File: src/rtl/ntsc_tg_pkg.sv
// ============================================================================
// Module : ntsc_tg_pkg
// Brief  : Shared line-type enum, default 4fsc NTSC timing constants and the
//          vertical line classifier used by the timing generator.
// Rev    : 1.0  initial release
// ============================================================================
`default_nettype none

package ntsc_tg_pkg;

    typedef enum logic [1:0] {
        LT_EQ     = 2'd0,
        LT_BROAD  = 2'd1,
        LT_NORMAL = 2'd2
    } line_t;

    localparam int C_H_TOTAL    = 910;
    localparam int C_V_TOTAL    = 262;
    localparam int C_H_SYNC_W   = 67;
    localparam int C_H_EQ_W     = 33;
    localparam int C_H_SER_W    = 67;
    localparam int C_H_BST_S    = 76;
    localparam int C_H_BST_W    = 36;
    localparam int C_H_ACT_S    = 150;
    localparam int C_H_ACT_E    = 889;
    localparam int C_V_ACT_S    = 21;
    localparam int C_V_ACT_E    = 261;
    localparam int C_HALF_LINE  = 455;
    localparam int C_BURST_LINE = 9;

    // Lines 0-2 and 6-8 carry equalizing pulses, 3-5 carry broad (vsync) pulses.
    function automatic line_t line_type(input logic [8:0] vc);
        if (vc <= 9'd2 || (vc >= 9'd6 && vc <= 9'd8)) begin
            return LT_EQ;
        end else if (vc >= 9'd3 && vc <= 9'd5) begin
            return LT_BROAD;
        end
        return LT_NORMAL;
    endfunction

endpackage

`default_nettype wire

File: src/rtl/ntsc_tg_if.sv
// ============================================================================
// Module : ntsc_tg_if
// Brief  : Control inputs and per-sample timing outputs of the NTSC generator.
// Rev    : 1.0  initial release
// ============================================================================
`default_nettype none

interface ntsc_tg_if;
    logic       CK_EE_i;
    logic       EN_i;
    logic       XSYNC_o;
    logic       BLANK_o;
    logic       BURST_o;
    logic       XR_o;
    logic       DE_o;
    logic [9:0] X_o;
    logic [7:0] Y_o;
    logic [9:0] HCNT_o;
    logic [8:0] VCNT_o;
    logic       FRAME_o;

    modport master (
        input  CK_EE_i, EN_i,
        output XSYNC_o, BLANK_o, BURST_o, XR_o, DE_o, X_o, Y_o, HCNT_o, VCNT_o, FRAME_o
    );

    modport slave (
        output CK_EE_i, EN_i,
        input  XSYNC_o, BLANK_o, BURST_o, XR_o, DE_o, X_o, Y_o, HCNT_o, VCNT_o, FRAME_o
    );
endinterface

`default_nettype wire

File: src/rtl/ntsc_tg_line_decode.sv
// ============================================================================
// Module : ntsc_tg_line_decode
// Brief  : Combinational decode of (hc, vc) into sync/blank/burst/de flags.
// Rev    : 1.0  initial release
// ============================================================================
`default_nettype none

module ntsc_tg_line_decode
    import ntsc_tg_pkg::*;
#(
    parameter int H_TOTAL  = C_H_TOTAL,
    parameter int V_TOTAL  = C_V_TOTAL,
    parameter int H_SYNC_W = C_H_SYNC_W,
    parameter int H_EQ_W   = C_H_EQ_W,
    parameter int H_SER_W  = C_H_SER_W,
    parameter int H_BST_S  = C_H_BST_S,
    parameter int H_BST_W  = C_H_BST_W,
    parameter int H_ACT_S  = C_H_ACT_S,
    parameter int H_ACT_E  = C_H_ACT_E,
    parameter int V_ACT_S  = C_V_ACT_S,
    parameter int V_ACT_E  = C_V_ACT_E
) (
    input  wire logic [9:0] i_hc,
    input  wire logic [8:0] i_vc,
    output logic            o_xsync,
    output logic            o_blank,
    output logic            o_burst,
    output logic            o_de
);

    int    w_h;
    int    w_v;
    line_t w_lt;
    logic  w_vblank;

    assign w_h  = {22'd0, i_hc};
    assign w_v  = {23'd0, i_vc};
    assign w_lt = line_type(i_vc);

    always_comb begin
        o_xsync = 1'b1;
        case (w_lt)
            LT_EQ:    o_xsync = !((w_h < H_EQ_W) ||
                                  (w_h >= C_HALF_LINE && w_h < C_HALF_LINE + H_EQ_W));
            LT_BROAD: o_xsync = (w_h >= C_HALF_LINE - H_SER_W && w_h < C_HALF_LINE) ||
                                (w_h >= H_TOTAL - H_SER_W);
            default:  o_xsync = (w_h >= H_SYNC_W);
        endcase
    end

    assign w_vblank = (w_v < V_ACT_S) || (w_v >= V_ACT_E);
    assign o_blank  = w_vblank || (w_h < H_ACT_S) || (w_h >= H_ACT_E);
    // Last line of the frame precedes the equalizing group, so it carries no burst.
    assign o_burst  = (w_lt == LT_NORMAL) && (w_v >= C_BURST_LINE) && (w_v != V_TOTAL - 1) &&
                      (w_h >= H_BST_S) && (w_h < H_BST_S + H_BST_W);
    assign o_de     = !o_blank;

endmodule

`default_nettype wire

File: src/rtl/ntsc_tg.sv
// ============================================================================
// Module : ntsc_tg
// Brief  : 4fsc NTSC timing generator: sample/line counters with registered
//          sync, blank, burst, XR and active-area coordinate outputs.
// Rev    : 1.0  initial release
// ============================================================================
`default_nettype none

module ntsc_tg
    import ntsc_tg_pkg::*;
#(
    parameter int H_TOTAL  = C_H_TOTAL,
    parameter int V_TOTAL  = C_V_TOTAL,
    parameter int H_SYNC_W = C_H_SYNC_W,
    parameter int H_EQ_W   = C_H_EQ_W,
    parameter int H_SER_W  = C_H_SER_W,
    parameter int H_BST_S  = C_H_BST_S,
    parameter int H_BST_W  = C_H_BST_W,
    parameter int H_ACT_S  = C_H_ACT_S,
    parameter int H_ACT_E  = C_H_ACT_E,
    parameter int V_ACT_S  = C_V_ACT_S,
    parameter int V_ACT_E  = C_V_ACT_E
) (
    input  wire logic  CK_i,
    input  wire logic  XAR_i,
    ntsc_tg_if.master  tg
);

    if (!(H_SYNC_W < H_BST_S)) begin : g_chk_sync
        $error("ntsc_tg: H_SYNC_W must be below H_BST_S");
    end
    if (!(H_BST_S + H_BST_W <= H_ACT_S)) begin : g_chk_burst
        $error("ntsc_tg: burst must end before H_ACT_S");
    end
    if (!(H_ACT_E <= H_TOTAL)) begin : g_chk_act
        $error("ntsc_tg: H_ACT_E must not exceed H_TOTAL");
    end
    if (!(V_ACT_S >= 9)) begin : g_chk_vact
        $error("ntsc_tg: V_ACT_S must be at least 9");
    end

    logic [9:0] r_hc;
    logic [8:0] r_vc;
    logic       r_started;
    logic       r_xsync, r_blank, r_burst, r_xr, r_de, r_frame;
    logic [9:0] r_x, r_hcnt;
    logic [7:0] r_y;
    logic [8:0] r_vcnt;

    logic w_xsync, w_blank, w_burst, w_de;
    logic w_origin, w_h_last, w_v_last;

    ntsc_tg_line_decode #(
        .H_TOTAL(H_TOTAL), .V_TOTAL(V_TOTAL), .H_SYNC_W(H_SYNC_W), .H_EQ_W(H_EQ_W),
        .H_SER_W(H_SER_W), .H_BST_S(H_BST_S), .H_BST_W(H_BST_W), .H_ACT_S(H_ACT_S),
        .H_ACT_E(H_ACT_E), .V_ACT_S(V_ACT_S), .V_ACT_E(V_ACT_E)
    ) u_decode (
        .i_hc   (r_hc),
        .i_vc   (r_vc),
        .o_xsync(w_xsync),
        .o_blank(w_blank),
        .o_burst(w_burst),
        .o_de   (w_de)
    );

    assign w_origin = (r_hc == 10'd0) && (r_vc == 9'd0);
    assign w_h_last = (r_hc == 10'(H_TOTAL - 1));
    assign w_v_last = (r_vc == 9'(V_TOTAL - 1));

    always_ff @(posedge CK_i or negedge XAR_i) begin
        if (!XAR_i) begin
            r_hc      <= '0;
            r_vc      <= '0;
            r_started <= 1'b0;
            r_xsync   <= 1'b1;
            r_blank   <= 1'b1;
            r_burst   <= 1'b0;
            r_xr      <= 1'b0;
            r_de      <= 1'b0;
            r_x       <= '0;
            r_y       <= '0;
            r_hcnt    <= '0;
            r_vcnt    <= '0;
            r_frame   <= 1'b0;
        end else if (tg.CK_EE_i) begin
            if (!tg.EN_i) begin
                r_hc      <= '0;
                r_vc      <= '0;
                r_started <= 1'b0;
                r_xsync   <= 1'b1;
                r_blank   <= 1'b1;
                r_burst   <= 1'b0;
                r_xr      <= 1'b0;
                r_de      <= 1'b0;
                r_x       <= '0;
                r_y       <= '0;
                r_hcnt    <= '0;
                r_vcnt    <= '0;
                r_frame   <= 1'b0;
            end else begin
                r_xsync   <= w_xsync;
                r_blank   <= w_blank;
                r_burst   <= w_burst;
                r_de      <= w_de;
                // XR rises on the very sample that reports the frame origin.
                r_xr      <= r_started | w_origin;
                r_started <= r_started | w_origin;
                r_x       <= w_de ? (r_hc - 10'(H_ACT_S)) : '0;
                r_y       <= w_de ? 8'(r_vc - 9'(V_ACT_S)) : '0;
                r_hcnt    <= r_hc;
                r_vcnt    <= r_vc;
                r_frame   <= w_origin;
                if (w_h_last) begin
                    r_hc <= '0;
                    r_vc <= w_v_last ? '0 : r_vc + 9'd1;
                end else begin
                    r_hc <= r_hc + 10'd1;
                end
            end
        end
    end

    assign tg.XSYNC_o = r_xsync;
    assign tg.BLANK_o = r_blank;
    assign tg.BURST_o = r_burst;
    assign tg.XR_o    = r_xr;
    assign tg.DE_o    = r_de;
    assign tg.X_o     = r_x;
    assign tg.Y_o     = r_y;
    assign tg.HCNT_o  = r_hcnt;
    assign tg.VCNT_o  = r_vcnt;
    assign tg.FRAME_o = r_frame;

endmodule

`default_nettype wire
File: src/flat_wrapper.sv
// flat-port wrapper written by rule: the top's interface ports become plain ports
module ntsc_tg_flat import ntsc_tg_pkg::*;
#(
    parameter int H_TOTAL  = C_H_TOTAL,
    parameter int V_TOTAL  = C_V_TOTAL,
    parameter int H_SYNC_W = C_H_SYNC_W,
    parameter int H_EQ_W   = C_H_EQ_W,
    parameter int H_SER_W  = C_H_SER_W,
    parameter int H_BST_S  = C_H_BST_S,
    parameter int H_BST_W  = C_H_BST_W,
    parameter int H_ACT_S  = C_H_ACT_S,
    parameter int H_ACT_E  = C_H_ACT_E,
    parameter int V_ACT_S  = C_V_ACT_S,
    parameter int V_ACT_E  = C_V_ACT_E
)
  (CK_i, XAR_i, tg_CK_EE_i, tg_EN_i, tg_XSYNC_o, tg_BLANK_o, tg_BURST_o, tg_XR_o, tg_DE_o, tg_X_o, tg_Y_o, tg_HCNT_o, tg_VCNT_o, tg_FRAME_o);
  ntsc_tg_if tg_i ();
  input  wire logic CK_i;
  input  wire logic XAR_i;
  input wire logic [$bits(tg_i.CK_EE_i)-1:0] tg_CK_EE_i;
  input wire logic [$bits(tg_i.EN_i)-1:0] tg_EN_i;
  output wire logic [$bits(tg_i.XSYNC_o)-1:0] tg_XSYNC_o;
  output wire logic [$bits(tg_i.BLANK_o)-1:0] tg_BLANK_o;
  output wire logic [$bits(tg_i.BURST_o)-1:0] tg_BURST_o;
  output wire logic [$bits(tg_i.XR_o)-1:0] tg_XR_o;
  output wire logic [$bits(tg_i.DE_o)-1:0] tg_DE_o;
  output wire logic [$bits(tg_i.X_o)-1:0] tg_X_o;
  output wire logic [$bits(tg_i.Y_o)-1:0] tg_Y_o;
  output wire logic [$bits(tg_i.HCNT_o)-1:0] tg_HCNT_o;
  output wire logic [$bits(tg_i.VCNT_o)-1:0] tg_VCNT_o;
  output wire logic [$bits(tg_i.FRAME_o)-1:0] tg_FRAME_o;
  assign tg_i.CK_EE_i = tg_CK_EE_i;
  assign tg_i.EN_i = tg_EN_i;
  assign tg_XSYNC_o = tg_i.XSYNC_o;
  assign tg_BLANK_o = tg_i.BLANK_o;
  assign tg_BURST_o = tg_i.BURST_o;
  assign tg_XR_o = tg_i.XR_o;
  assign tg_DE_o = tg_i.DE_o;
  assign tg_X_o = tg_i.X_o;
  assign tg_Y_o = tg_i.Y_o;
  assign tg_HCNT_o = tg_i.HCNT_o;
  assign tg_VCNT_o = tg_i.VCNT_o;
  assign tg_FRAME_o = tg_i.FRAME_o;
  ntsc_tg #(.H_TOTAL(H_TOTAL), .V_TOTAL(V_TOTAL), .H_SYNC_W(H_SYNC_W), .H_EQ_W(H_EQ_W), .H_SER_W(H_SER_W), .H_BST_S(H_BST_S), .H_BST_W(H_BST_W), .H_ACT_S(H_ACT_S), .H_ACT_E(H_ACT_E), .V_ACT_S(V_ACT_S), .V_ACT_E(V_ACT_E)) u_core (.CK_i(CK_i), .XAR_i(XAR_i), .tg(tg_i));
endmodule
File: config.mk
export PLATFORM = sky130hd
export DESIGN_NAME = ntsc_tg_flat
export DESIGN_NICKNAME = d
export VERILOG_FILES = /design/src/rtl/ntsc_tg_pkg.sv /design/src/rtl/ntsc_tg_if.sv /design/src/rtl/ntsc_tg_line_decode.sv /design/src/rtl/ntsc_tg.sv /design/src/flat_wrapper.sv
export SDC_FILE = /design/constraint.sdc
export NUM_CORES = 1
export LEC_CHECK = 0
export CAP_MARGIN = 20
export CELL_PAD_IN_SITES_DETAIL_PLACEMENT = 1
export CELL_PAD_IN_SITES_GLOBAL_PLACEMENT = 2
export CORE_ASPECT_RATIO = 0.6
export CORE_MARGIN = 3
export CORE_UTILIZATION = 34
export CTS_CLUSTER_SIZE = 10
export DETAILED_ROUTE_END_ITERATION = 8
export HOLD_SLACK_MARGIN = 0.03
export PLACE_DENSITY_LB_ADDON = 0.1
export SLEW_MARGIN = 30
export SYNTH_ARGS = -nofsm -noshare
export SYNTH_HDL_FRONTEND = slang
export SYNTH_SLANG_ARGS = --single-unit
File: constraint.sdc
create_clock -name CK_i -period 2.3 [get_ports CK_i]
set_input_delay 0.345 -clock CK_i [delete_from_list [all_inputs] [get_ports CK_i]]
set_output_delay 0.345 -clock CK_i [all_outputs]
set_load 0.005 [all_outputs]
==> summary.txt, run 1 <==
Final Cell Area = 0.00451 mm²
Drt wl/cell = 18.6 µm
Initial antenna violation count = 0
Ant. Diodes = 0
Status = complete, no violations
Port bufs = 46
Mapped Area = 0.00340 mm²
Final Slew Violations = 0
Leak = 1.95 nW
# IOs = 47
Clock skew = 0.00479 ns
CP required = 2.49 ns
Worst slew pin tran = 0.577 ns
FP Rows = 27
VDD IR max = 0.336 mV
Root Driver = clkbuf_16
DP HPWL = 7.54 mm
DRT Pass-1 Iters = 4
CTS max path bufs = 2
Routed vias = 3016
P&R area growth vs syn = 32.6%
Fin cells = 568
Nets = 447
Synthesized netlist cell count = 366
Register area share after synthesis = 0.457
Max-slew headroom = 0.612
Grt ovf = 0
Number of distinct library cells after synthesis = 52
Global placement routability congestion = 0.811
MaxCap Viol Count = 0
Fillers = 1078
First-pass GRT wire length = 17.7 mm
Tcrit/Tclk final = 0.950
Die Span Y = 83.5 µm
Register bit total from synthesis = 62
Largest area contributor in the netlist = dfrtp_1
Crit. End Element = register
Hold Violations, Final = 0
CTS tree = built
Share of Yosys cell area claimed by the top area cell type = 0.442
Core ar. = 0.00946 mm²
# clock sinks = 62
TritonCTS Buffers = 9
Die area = 0.0113 mm²
Most common cell in the netlist = dfrtp_1
Kind of critical path = reg -> reg
Number of global-route vias before repair = 3150
H-Tree Depth = 3
Critical path peak fanout = 5
Die X = 135 µm
Syn_nets = 380
Worst EP arrival = 2.38 ns
Syn. warnings = 0
Pwr dens = 641 mW/mm²
Top FF cell, synth = dfrtp_1
Synth top area cells = dfrtp_1 44%, o21ai_0 6.5%, o2bb2ai_1 4.4%
Largest net degree at the start of global routing = 47
CP Launch Type = register
WHS = 0.335 ns
Maximum clock frequency = 458 MHz
Tmin final = 2.18 ns
Dpl cells = 548
CTS clk-pin slew, worst paths = 0.05 ns
Wirelength, routed = 10.5 mm
Remaining antenna violation count = 0
GRT Overall Usage = 0.198
Layout cell share with drive strength beyond 1 = 0.167
Most common library cells after synthesis = 60 x dfrtp_1, 44 x o21ai_0, 36 x inv_1, 25 x nand2_1, 25 x nand3_1
Starting Density = 0.360
Post-synth EDFFs = 0
Ys async rst share = 1.00
Final number of setup-violating endpoints = 0
Area after DPL = 0.00416 mm²
Post-route DRC = 0
Via density = 5.31
Mean post-synth cell area = 9.29 µm²
Worst skew pair latency = 0.34 ns
DRT iter0 DRCs = 189
HP Class = in -> async
[layout by cell type (no fill, tap or decap), types with 3 or more instances in the layout]
cell | netlist | layout
o21ai_1 | 4 | 6
clkbuf_16 | 0 | 9
nor4_1 | 5 | 5
ha_1 | 10 | 10
o31ai_1 | 9 | 9
clkdlybuf4s50_1 | 0 | 44
and3_1 | 3 | 3
inv_1 | 36 | 35
o21ai_0 | 44 | 42
xor2_1 | 5 | 5
buf_4 | 0 | 37
nand2b_1 | 3 | 3
nand2_1 | 25 | 24
nor2_1 | 13 | 13
a31oi_1 | 6 | 6
nor3b_1 | 3 | 3
a21oi_1 | 9 | 9
nor2b_1 | 3 | 3
xnor2_1 | 10 | 10
nand3_1 | 25 | 25
nor3_1 | 5 | 5
clkinvlp_4 | 0 | 3
o21a_1 | 3 | 3
o2bb2ai_1 | 17 | 17
o2111ai_1 | 3 | 3
dfrtp_1 | 60 | 60
[layer usage]
metal,global-route usage,vias to the layer above,part of all wire
met5,0,-,0
met4,0.0467,0,0.0080
met3,0.0542,9,0.043
met2,0.246,61,0.38
met1,0.327,1521,0.57
li1,-,1425,-
[stage by stage]
stage,util,power (mW),setup WS [ns],TNS (ns)
after global placement,0.439,1.54,0.139,0
after CTS,0.471,2.90,0.0556,0
after global routing,0.477,3.04,-0.0102,-0.0102
after floorplan,-,1.36,0.236,0
final,0.477,2.89,0.115,0
after detailed placement,0.439,1.55,0.0860,0
[path summary, 6_finish.rpt]
path,startpoint,to,slack [ns],cells past startpoint
min in group CK_i,tg_CK_EE_i,u_core.tg.Y_o[4],0.38,2
worst min-delay path,XAR_i,u_core.tg.HCNT_o[2],0.34,2
worst max-delay path,u_core.r_hc[1],u_core.r_hc[0],0.12,8
worst max register to register,u_core.r_hc[1],u_core.r_hc[0],0.12,8
max in group asynchronous,XAR_i,u_core.tg.BLANK_o,1.32,3
worst min register to register,u_core.tg.X_o[3],u_core.tg.X_o[3],0.49,1
[kinds of logic (layout without fill, tap and decap cells)]
kind of cell,Yosys count,in the layout,share of synthesized area
flops,62,62,0.457
buf+inv,67,139,0.0798
mux,1,1,0.00294
simple gates,99,99,0.157
fa+ha+maj,10,10,0.0368
xor+xnor,15,15,0.0386
compound gates,112,112,0.228
[final cells by class]
class                   instances  area (µm²)  area share
multi-input cells             237        1590       0.352
well taps                     130         163      0.0361
repair buffers                 87         777       0.172
inverters                      36         135      0.0300
clock buffers                  10         229      0.0508
flip-flops and latches         62        1550       0.345
clock inverters                 6        62.6      0.0139
[what timing repair did]
item,in CTS,in global routing
gates resized for setup,0,9
setup buffers,0,3
hold endpoints to repair,2,0
hold buffers,1,0
endpoints found under the setup margin,0,10
[state kept, by name (all words and copies together), names as in the netlist, 8 cells and up]
| register | cells |
|---|---|
| u_core.tg.VCNT_o | 9 |
| u_core.r_vc | 9 |
| u_core.tg.X_o | 10 |
| u_core.r_hc | 10 |
| u_core.tg.HCNT_o | 10 |
| u_core.tg.Y_o | 8 |
[power breakdown]
| part | leakage [nW] | internal [mW] | switching [mW] |
|---|---|---|---|
| Clock | 0.134 | 0.834 | 0.505 |
| Combinational | 0.960 | 0.166 | 0.219 |
| Sequential | 0.852 | 1.12 | 0.0392 |
| Total | 1.95 | 2.12 | 0.763 |
[critical path, cell delays in order (launching register included)]
cell,delay (ns)
dfrtp_1,0.42
inv_2,0.07
ha_1,0.15
or4b_4,0.47
o41ai_4,0.34
buf_6,0.17
clkbuf_4,0.17
or2_2,0.17
mux2i_1,0.09
No activity file was read; power rests on OpenSTA's default activity.
==> run 2, diff against run 1 <==
- CELL_PAD_IN_SITES_DETAIL_PLACEMENT: 1 -> not set
- CELL_PAD_IN_SITES_GLOBAL_PLACEMENT: 2 -> not set
- CORE_UTILIZATION: 34 -> 55
- PLACE_DENSITY: not set -> 0.79
- PLACE_DENSITY_LB_ADDON: 0.1 -> not set
- SKIP_LAST_GASP: not set -> 1
==> run 2 against run 1 <==
  * Critical path depth decreased by 2
  * Maximum frequency decreased by 2.4%
  * Global-route usage increased by 6.9 points
  * Power decreased by 14%
==> summary.txt, run 2 (same netlist as run 1, synthesis figures left out) <==
Global placement routability congestion = 0.898
Hold Violations, Final = 0
Maximum clock frequency = 447 MHz
Final Cell Area = 0.00430 mm²
Seq pwr share = 0.470
Number of global-route vias before repair = 2867
Layout cell share with drive strength beyond 1 = 0.153
Wirelength, routed = 8.86 mm
Die Span Y = 66.9 µm
Core ar. = 0.00578 mm²
Die area = 0.00719 mm²
Ant. Diodes = 0
Final worst slack = 0.0611 ns
Kind of critical path = reg -> reg
Final number of setup-violating endpoints = 0
Overall power = 2.47 mW
Most common cell after layout, fill and taps aside = dfrtp_1
R2R Setup Slk = 0.06 ns
GRT Overall Usage = 0.267
Unrepaired setup endpoints after global routing = true
R2R depth = 6
Initial antenna violation count = 0
Worst skew pair latency = 0.34 ns
CTS max path bufs = 2
Drt wl/cell = 17.4 µm
Pwr dens = 575 mW/mm²
DP HPWL = 6.35 mm
VDD IR max = 0.384 mV
Reg2reg start = u_core.r_hc[1]
Largest net degree at the start of global routing = 36
Nets = 439
WHS = 0.0274 ns
Max-slew headroom = 0.568
CP required = 2.54 ns
Crit-path cells = ha_1 > a2111oi_1 > buf_4 > a221oi_1 > or4_1 > o311ai_1
Root Driver = clkbuf_8
DRT Pass-1 Iters = 5
Critical path peak fanout = 7
CP Launch Type = register
HP Class = in -> async
Final Slew Violations = 0
Fin cells = 510
First-pass GRT wire length = 14.7 mm
Tcrit/Tclk final = 0.973
# IOs = 47
H-Tree Depth = 3
Remaining antenna violation count = 0
CTS tree = built
Grt ovf = 0
P&R area growth vs syn = 26.4%
MaxCap Viol Count = 0
Fillers = 446
Crit. End Element = register
DRT iter0 DRCs = 277
Worst slew pin tran = 0.648 ns
TritonCTS Buffers = 9
Tmin final = 2.24 ns
Port bufs = 46
Slowest stage cell on the critical path = a2111oi_1
Worst EP arrival = 2.48 ns
Switching Share = 0.267
Worst flop-to-flop path endpoint = u_core.tg.XSYNC_o
FP Rows = 21
Clock skew = 0.0102 ns
Post-route DRC = 0
Starting Density = 0.588
CTS clk-pin slew, worst paths = 0.07 ns
# clock sinks = 62
Pint = 1.81 mW
Dpl cells = 491
Commonest non-fill, non-tap cells in the layout = 60 x dfrtp_1, 45 x clkdlybuf4s50_1, 41 x o21ai_0, 35 x inv_1, 32 x buf_4
Die X = 108 µm
Comb power frac = 0.148
Leak = 1.87 nW
Area after DPL = 0.00406 mm²
NetSw = 661 µW
Pre-CTS setup slack = -0.0768 ns
Status = complete, no violations
Power share of the clock group = 0.382
Via density = 6.05
Routed vias = 3083
CP peak stage delay = 0.47 ns
run 2: per-stage QoR:
| step | TNS (ns) | utilization |
|---|---|---|
| CTS | 0 | 0.737 |
| floorplan | 0 | - |
| global placement | 0 | 0.702 |
| global route | -0.0563 | 0.744 |
| finish | 0 | 0.744 |
| detailed placement | -0.201 | 0.702 |
run 2: critical path: cells and delay by family, from the launching register on:
family | cells | cell delay, ns
adders and majority gates | 1 | 0.29
and+or+nand+nor | 1 | 0.42
AOI/OAI and AO/OA | 3 | 0.82
DFF | 1 | 0.42
buffers and inverters | 1 | 0.18
run 2: per-layer routing:
layer,vias up,share of wire,global-route usage
li1,1418,-,-
met1,1488,0.50,0.410
met2,163,0.39,0.358
met3,14,0.10,0.0736
met4,0,0.013,0.0850
met5,-,0,0
run 2: what timing repair did:
action,in CTS,in global routing
gates resized for setup,1,9
setup endpoints to repair,8,25
pin swaps,1,0
hold buffers,0,0
buffers inserted,1,2
run 2: power by group through the flow:
stage | Clock, mW | Combinational, mW | Sequential (mW)
2_1_floorplan | 0 | 0.196 | 1.17
3_3_place_gp | 0 | 0.336 | 1.18
3_5_place_dp | 0 | 0.348 | 1.18
4_1_cts | 0.962 | 0.351 | 1.16
5_1_grt | 1.02 | 0.403 | 1.16
6_report | 0.945 | 0.365 | 1.16
run 2: worst max path at each step:
stage | start | end | cells past startpoint
after floorplan | u_core.r_hc[0] | u_core.tg.XSYNC_o | 5
after global placement | u_core.r_hc[1] | u_core.r_vc[2] | 7
after detailed placement | u_core.r_hc[1] | u_core.r_vc[4] | 7
after CTS | u_core.r_hc[1] | u_core.tg.XSYNC_o | 6
after global routing | u_core.r_hc[1] | u_core.tg.XSYNC_o | 6
final | u_core.r_hc[1] | u_core.tg.XSYNC_o | 6
run 2: cell type report:
type	instances	area [µm²]	share of cell area
Clock buffer	12	145	0.0338
Tap cell	80	100	0.0233
Multi-Input combinational cell	237	1600	0.372
Clock inverter	4	47.5	0.0111
Sequential cell	62	1550	0.362
Timing Repair Buffer	79	716	0.167
Inverter	36	135	0.0314
